**config.mk**
```make
export PLATFORM = sky130hd
export DESIGN_NAME = udp_tx_framer
export DESIGN_NICKNAME = d
export VERILOG_FILES = /design/src/rtl/udp_tx_framer.sv
export SDC_FILE = /design/constraint.sdc
export NUM_CORES = 1
export LEC_CHECK = 0
export CAP_MARGIN = 20
export CELL_PAD_IN_SITES_DETAIL_PLACEMENT = 2
export CELL_PAD_IN_SITES_GLOBAL_PLACEMENT = 2
export CORE_MARGIN = 1.5
export CORE_UTILIZATION = 36
export CTS_BUF_LIST = sky130_fd_sc_hd__clkbuf_2 sky130_fd_sc_hd__clkbuf_4 sky130_fd_sc_hd__clkbuf_8
export DETAILED_ROUTE_END_ITERATION = 12
export PLACE_DENSITY = 0.82
export SLEW_MARGIN = 20
export SYNTH_ARGS = -nofsm -noshare
export SYNTH_HDL_FRONTEND = slang
export SYNTH_SLANG_ARGS = --single-unit
```
**constraint.sdc**
```tcl
create_clock -name tx_clk -period 11.9 [get_ports tx_clk]
set_input_delay 2.38 -clock tx_clk [delete_from_list [all_inputs] [get_ports tx_clk]]
set_output_delay 2.38 -clock tx_clk [all_outputs]
set_load 0.1 [all_outputs]
```
**src/rtl/udp_tx_framer.sv**
```systemverilog
// Ethernet/IPv4/UDP transmit framer: wraps a raw byte stream into fixed-length
// frames (42-byte generated header + PAYLOAD_LEN payload bytes) for a MAC TX stream.
module udp_tx_framer #(
  parameter int unsigned PAYLOAD_LEN = 1024,
  parameter logic [47:0] SRC_MAC     = 48'h02_00_00_00_00_01,
  parameter logic [15:0] SRC_PORT    = 16'd5000,
  parameter logic [7:0]  TTL         = 8'h40
) (
  input  logic        tx_clk,
  input  logic        rstn,
  input  logic        enable,
  input  logic [47:0] dst_mac,
  input  logic [31:0] src_ip,
  input  logic [31:0] dst_ip,
  input  logic [15:0] dst_port,
  input  logic [7:0]  s_tdata,
  input  logic        s_tvalid,
  output logic        s_tready,
  output logic [7:0]  m_tdata,
  output logic        m_tvalid,
  input  logic        m_tready,
  output logic        m_tlast,
  output logic        m_tuser,
  output logic [15:0] frame_count,
  output logic        busy,
  output logic [1:0]  dbg_state
);

  // Handshake: a byte moves on a tx_clk edge where valid & ready are both high;
  // a source holding valid keeps data stable until that edge.

  typedef enum logic [1:0] {
    IDLE    = 2'd0,
    CSUM    = 2'd1,
    HEADER  = 2'd2,
    PAYLOAD = 2'd3
  } state_t;

  localparam logic [15:0] TOTAL_LEN = 16'(28 + PAYLOAD_LEN);
  localparam logic [15:0] UDP_LEN   = 16'(8 + PAYLOAD_LEN);
  localparam logic [15:0] LAST_IDX  = 16'(PAYLOAD_LEN - 1);
  localparam logic [3:0]  CSUM_LAST = 4'd9;
  localparam logic [5:0]  HDR_LAST  = 6'd41;

  state_t        state;
  state_t        state_n;
  logic [3:0]    csum_idx;
  logic [5:0]    hdr_idx;
  logic [15:0]   pay_cnt;
  logic [16:0]   acc;
  logic [16:0]   acc_sum;
  logic [16:0]   acc_n;
  logic [15:0]   csum_word;
  logic [15:0]   hdr_csum;
  logic [15:0]   ip_ident;
  logic [47:0]   dst_mac_q;
  logic [31:0]   src_ip_q;
  logic [31:0]   dst_ip_q;
  logic [15:0]   dst_port_q;
  logic [335:0]  hdr_vec;
  logic [8:0]    hdr_bit;
  logic [7:0]    hdr_byte;
  logic          start;
  logic          hdr_fire;
  logic          pay_fire;
  logic          pay_last;

  // Words of the IPv4 header, checksum field taken as zero.
  always_comb begin
    csum_word = 16'h0000;
    case (csum_idx)
      4'd0: csum_word = 16'h4500;
      4'd1: csum_word = TOTAL_LEN;
      4'd2: csum_word = ip_ident;
      4'd3: csum_word = 16'h4000;
      4'd4: csum_word = {TTL, 8'h11};
      4'd5: csum_word = 16'h0000;
      4'd6: csum_word = src_ip_q[31:16];
      4'd7: csum_word = src_ip_q[15:0];
      4'd8: csum_word = dst_ip_q[31:16];
      4'd9: csum_word = dst_ip_q[15:0];
      default: csum_word = 16'h0000;
    endcase
  end

  // End-around carry folded back into bit 0 every cycle keeps acc[16] clear.
  assign acc_sum = acc + {1'b0, csum_word};
  assign acc_n   = {1'b0, acc_sum[15:0]} + {16'd0, acc_sum[16]};

  assign hdr_vec = {dst_mac_q, SRC_MAC, 16'h0800, 16'h4500, TOTAL_LEN, ip_ident,
                    16'h4000, TTL, 8'h11, hdr_csum, src_ip_q, dst_ip_q,
                    SRC_PORT, dst_port_q, UDP_LEN, 16'h0000};
  assign hdr_bit  = {HDR_LAST - hdr_idx, 3'b000};
  assign hdr_byte = hdr_vec[hdr_bit +: 8];

  assign pay_last = (pay_cnt == LAST_IDX);
  assign m_tuser  = 1'b0;
  assign busy     = (state != IDLE);
  assign dbg_state = state;

  always_comb begin
    state_n  = state;
    s_tready = 1'b0;
    m_tvalid = 1'b0;
    m_tdata  = 8'h00;
    m_tlast  = 1'b0;
    start    = 1'b0;
    hdr_fire = 1'b0;
    pay_fire = 1'b0;
    case (state)
      IDLE: begin
        if (enable && s_tvalid) begin
          start   = 1'b1;
          state_n = CSUM;
        end
      end
      CSUM: begin
        if (csum_idx == CSUM_LAST) state_n = HEADER;
      end
      HEADER: begin
        m_tvalid = 1'b1;
        m_tdata  = hdr_byte;
        hdr_fire = m_tready;
        if (m_tready && hdr_idx == HDR_LAST) state_n = PAYLOAD;
      end
      PAYLOAD: begin
        m_tvalid = s_tvalid;
        m_tdata  = s_tdata;
        s_tready = m_tready;
        m_tlast  = pay_last;
        pay_fire = s_tvalid && m_tready;
        if (s_tvalid && m_tready && pay_last) state_n = IDLE;
      end
      default: state_n = IDLE;
    endcase
  end

  always_ff @(posedge tx_clk or negedge rstn) begin
    if (!rstn) state <= IDLE;
    else       state <= state_n;
  end

  always_ff @(posedge tx_clk or negedge rstn) begin
    if (!rstn) begin
      csum_idx    <= 4'd0;
      hdr_idx     <= 6'd0;
      pay_cnt     <= 16'd0;
      acc         <= 17'd0;
      hdr_csum    <= 16'd0;
      ip_ident    <= 16'd0;
      frame_count <= 16'd0;
      dst_mac_q   <= 48'd0;
      src_ip_q    <= 32'd0;
      dst_ip_q    <= 32'd0;
      dst_port_q  <= 16'd0;
    end else begin
      if (start) begin
        dst_mac_q  <= dst_mac;
        src_ip_q   <= src_ip;
        dst_ip_q   <= dst_ip;
        dst_port_q <= dst_port;
        acc        <= 17'd0;
        csum_idx   <= 4'd0;
      end
      if (state == CSUM) begin
        acc      <= acc_n;
        csum_idx <= csum_idx + 4'd1;
        if (csum_idx == CSUM_LAST) begin
          hdr_csum <= ~acc_n[15:0];
          hdr_idx  <= 6'd0;
          pay_cnt  <= 16'd0;
        end
      end
      if (hdr_fire) hdr_idx <= hdr_idx + 6'd1;
      if (pay_fire) begin
        pay_cnt <= pay_cnt + 16'd1;
        if (pay_last) begin
          frame_count <= frame_count + 16'd1;
          ip_ident    <= ip_ident + 16'd1;
        end
      end
    end
  end

endmodule

```
Word level (Yosys, flattened, before mapping)
Cells that the tools add are included.

word-level totals
  bits in registers = 221
  latch bits = 0
  memory bits (writable) = 0
  ROM bits = 0
  input port bits = 141
  memories = 0

cells by class
  add/subtract/negate cells = 8
  multiply operators = 0
  div/mod/pow operators = 0
  magnitude comparators = 0
  eq/ne operators = 17
  shift operators = 1
  mux-type cells = 24
  bitwise logic cells = 1
  reductions and logical operators = 17

operators with widths
  kind                                                   number
  indexed part select 336 x 10 -> 8 bit                  1
  one-hot mux 16 bit (9 select lines)                    1
  adder 16 x 1 -> 16 bit, second input constant          3
  2-to-1 mux 16 bit                                      3
  2-to-1 mux 17 bit                                      2
  2-to-1 mux 6 bit                                       3
  adder 16 x 1 -> 17 bit                                 1
  adder 17 x 16 -> 17 bit                                1
  equality test 16 x 10 -> 1 bit, second input constant  1
  NOT 16 bit                                             1
  one-hot mux 8 bit (2 select lines)                     1
  equality test 4 x 3 -> 1 bit, second input constant    3
  nonzero test 2 bit                                     6
  equality test 4 x 2 -> 1 bit, second input constant    2
  equality test 4 bit, second input constant             2
  2-to-1 mux 2 bit                                       4
  2-to-1 mux 4 bit                                       2
  inequality test 2 bit, second input constant           4
  one-hot mux 2 bit (4 select lines)                     1
  AND reduction 2 bit                                    4
  adder 6 x 1 -> 6 bit, second input constant            1
  equality test 6 bit, second input constant             1
  2-to-1 mux 1 bit                                       6
  subtractor 6 bit, first input constant                 1
  other kinds (9)                                        13

Longest topological paths before layout
  depth after elaboration = 5
  depth in mapped cells = 25
  mapped depth without buffers = 24

Least setup slack after synthesis
Ideal clock, no wire load.

  path kind = reg-to-output
  start point = register hdr_idx[1]
  end point = output port m_tdata[4]
  data arrival time = 3513 ps
  data required time = 9520 ps
  path slack = 6007 ps
  stages on the path, launching flop included = 13
  buffers on the path = 5
  cells stage by stage = dfrtp_1 inv_1 clkbuf_1 ha_1 clkbuf_1 clkbuf_1 clkbuf_1 clkbuf_1 nand3_1 o211ai_1 o21ai_0 o22ai_1 a22o_1

on the way
  longest elaborated chain between the ends = 3

RTL lines
  what                                   line  source
  start, declared                        48    logic [5:0] hdr_idx;
  start signal, assigned                 174   if (hdr_fire) hdr_idx <= hdr_idx + 6'd1;
  subtractor 6 bit                       93    assign hdr_bit = {HDR_LAST - hdr_idx, 3'b000};
  indexed part select 336 x 10 -> 8 bit  94    assign hdr_byte = hdr_vec[hdr_bit +: 8];
  one-hot mux 8 bit (2 select lines)     110   case (state)
  end, declared                          19    output logic [7:0] m_tdata,

No other way between the ends.

Final worst setup path
  start point = register hdr_idx[1]
  end point = output port m_tdata[2]

The elaborated chain is that of the path after synthesis.

==> flow_metrics.tcl <==
set metrics [dict create \
    nets 1747 \
    synth_edf_count 0 \
    clkSinkCount 221 \
    die_h_um 188 \
    synth_ff_type "dfrtp_1" \
    drc 0 \
    worst_pin_slew_ns 1.09 \
    synth.avg_cell_area_um2 8.68 \
    worst-setup-path-type "reg -> out" \
    fmax_mhz 142 \
    max-vdd-ir-drop_mv 0.0634 \
    cpLargestDelayFamily "buffers and inverters" \
    hp-class "reg -> reg" \
    first_global_vias 12800 \
    end_kind "output pin" \
    clk_latency_ns 0.57 \
    most-common-layout-cells "nand2_1 (507), dfrtp_1 (220), clkdlybuf4s50_1 (169)" \
    synthArstFlopShare_pct 100 \
    setup_viol 0 \
    worst_r2r_endpoint "acc[16]" \
    dp_hpwl_mm 33.2 \
    finalCritPeriodShare_pct 59.3 \
    start_kind "register" \
    vias 11500 \
    grt_max_degree 104 \
    rsz0062_at_grt "false" \
    layout-drive-gt1-share_pct 9.11 \
    routabilityCongestion 0.878 \
    root_buffer "clkbuf_8" \
    p_total_mw 1.77 \
    ys_seq_area_share_pct 44.9 \
    syn_area_um2 12300 \
    cpMaxStageDelayCell "clkdlybuf4s50_1" \
    worstPathMaxFanout 34 \
    cap_violations 0 \
    cp.arrival_ns 4.67 \
    cts_made_buffers 43 \
    post-cts-setup-buffer-count 0 \
    wl_mm 46.1 \
    n_antenna_cell 0 \
    grt_pass1_wl_mm 73.1 \
    synth_cell_types 64 \
    power_density_nw_per_um2 115 \
    cp-startpoint "hdr_idx[1]" \
    coreArea_um2 33600 \
    p_leak_nw 7.21 \
    n_fill_cell 3645 \
    start_util_pct 36.7 \
    ys_ff_latch 221 \
    critical_path.max_stage_delay_ns 1.13 \
    fin_skew_ns 0.0235 \
    synth_fp_nets 1597 \
    status "complete, no violations" \
    row_count 67 \
    final_common_cell "nand2_1" \
    slew_headroom_pct 27.2 \
    detail_route.vias_per_cell 5.60 \
    slew_violations 0 \
    drt-initial-drc-count 788 \
    clk_pin_slew_worst_paths_ns 0.06 \
    area_growth_pct 25.0 \
    synthCells 1420 \
    final_core_util_pct 45.8 \
    r2r_setup_slack_ns 5.23 \
    cts_tree "built" \
    period_needed_ns 7.05 \
    io_pins 172 \
    overflow 0 \
    hold_viol 0 \
    ctsResizeCount 0 \
    path_depth 10 \
    htree_levels 2 \
    crit_end "m_tdata[2]" \
    first_pass_iters 6 \
    cp.required_ns 9.52 \
    post_drt_wl_per_cell_um 22.5 \
    cp_cell_sequence "inv_1 > ha_1 > buf_4 > mux4_2 > nand2_1 > a21oi_1 > a211oi_1 > o32ai_1 > a22o_1 > clkdlybuf4s50_1" \
    rr_worst_depth 24 \
    cts-hold-fix-buffers 0 \
    grtUsageTotal_pct 26.2 \
    cts_buffer_depth 3 \
    antenna_found_initial 0 \
    fp.dieW_um 188 \
    fin_setup_tns_ns 0 \
    cp_num_buf_inv 3 \
    r2r_start "csum_idx[0]" \
    portBuffers 170 \
    die_area_um2 35400 \
    yosysWarnings 0 \
    ant_nets 0 \
]
logic make-up (layout without fill, tap and decap cells):
group | count (synthesis) | after routing | share of synthesized area (%)
AND/OR/NAND/NOR | 681 | 681 | 22.9
AO/OA/AOI/OAI | 268 | 268 | 14.2
flip-flops | 221 | 221 | 44.9
buffers and inverters | 100 | 282 | 3.11
multiplexers | 58 | 58 | 7.25
XOR/XNOR | 55 | 55 | 3.91
adder cells (fa/ha/maj) | 36 | 36 | 3.72
other | 1 | 1 | 0.0304
worst min-delay path by stage:
| stage | endpoint | from | slack [ns] | cells after the start |
|---|---|---|---|---|
| 2_1_floorplan | dst_port_q[5] | dst_port_q[5] | 0.44 | 2 |
| 3_3_place_gp | dst_mac_q[27] | dst_mac_q[27] | 0.45 | 2 |
| 3_5_place_dp | dst_port_q[14] | dst_port_q[14] | 0.47 | 2 |
| 4_1_cts | dst_mac_q[22] | dst_mac_q[22] | 0.48 | 2 |
| 5_1_grt | frame_count[15] | frame_count[15] | 0.49 | 1 |
| 6_report | frame_count[15] | frame_count[15] | 0.47 | 1 |
synth_stat cells (all sizes together) (9+ instances only):
library cell  number  share of area (%)
clkbuf            72                2.2
o21ai             88                3.6
ha                35                3.6
a22oi             15               0.91
inv               18               0.55
a222oi             9               0.73
mux2i             24                1.9
buf                9               0.33
xor2              25                1.8
a31oi             17               0.86
mux4              24                4.4
o31ai              9               0.55
dfrtp            221                 45
a22o              11               0.78
nor2              54                1.6
nor3              13               0.53
and3              19                1.0
nand3             41                1.7
a21oi             40                1.6
nand4             14               0.71
mux2              10               0.91
xnor2             30                2.1
nand2            507                 15
o22ai             18               0.91
sequential cells by signal, summed over array words and instances (netlist names):
register,flops
src_ip_q,32
pay_cnt,16
hdr_csum,16
ip_ident,16
frame_count,16
dbg_state,2
dst_port_q,16
dst_mac_q,48
acc,17
hdr_idx,6
csum_idx,4
dst_ip_q,32
cell type report:
class | instances | area, µm² | area share (%)
multi-input cells | 1099 | 6440 | 41.8
flip-flops and latches | 221 | 5530 | 35.9
repair buffers | 186 | 1830 | 11.9
clock buffers | 62 | 810 | 5.26
well taps | 448 | 561 | 3.64
clock inverters | 15 | 161 | 1.05
inverters | 19 | 71.3 | 0.463
per-stage QoR:
stage	instances	hold WS [ns]	cell area [µm²]	setup WS [ns]
after CTS	2050	0.483	15400	4.83
after detailed placement	1973	0.468	14400	5.05
after floorplan	1420	0.440	12300	6.01
after global placement	1973	0.453	14400	5.19
final	2050	0.475	15400	4.85
after global routing	2050	0.489	15400	4.55
report_power, final:
group	leakage [nW]	switching, mW	total (mW)	internal, mW
clock	0.506	0.353	0.857	0.504
combinational	3.81	0.0631	0.125	0.0619
sequential	2.89	0.0194	0.791	0.772
routing by layer:
| layer | track usage (%) | share of wire, % | vias to the layer above |
|---|---|---|---|
| met2 | 44.8 | 49 | 315 |
| met5 | 0 | 0 | - |
| li1 | - | - | 5222 |
| met3 | 4.14 | 4.3 | 75 |
| met1 | 33.7 | 44 | 5861 |
| met4 | 8.65 | 3.0 | 0 |
No activity file was read; power rests on OpenSTA's default activity.
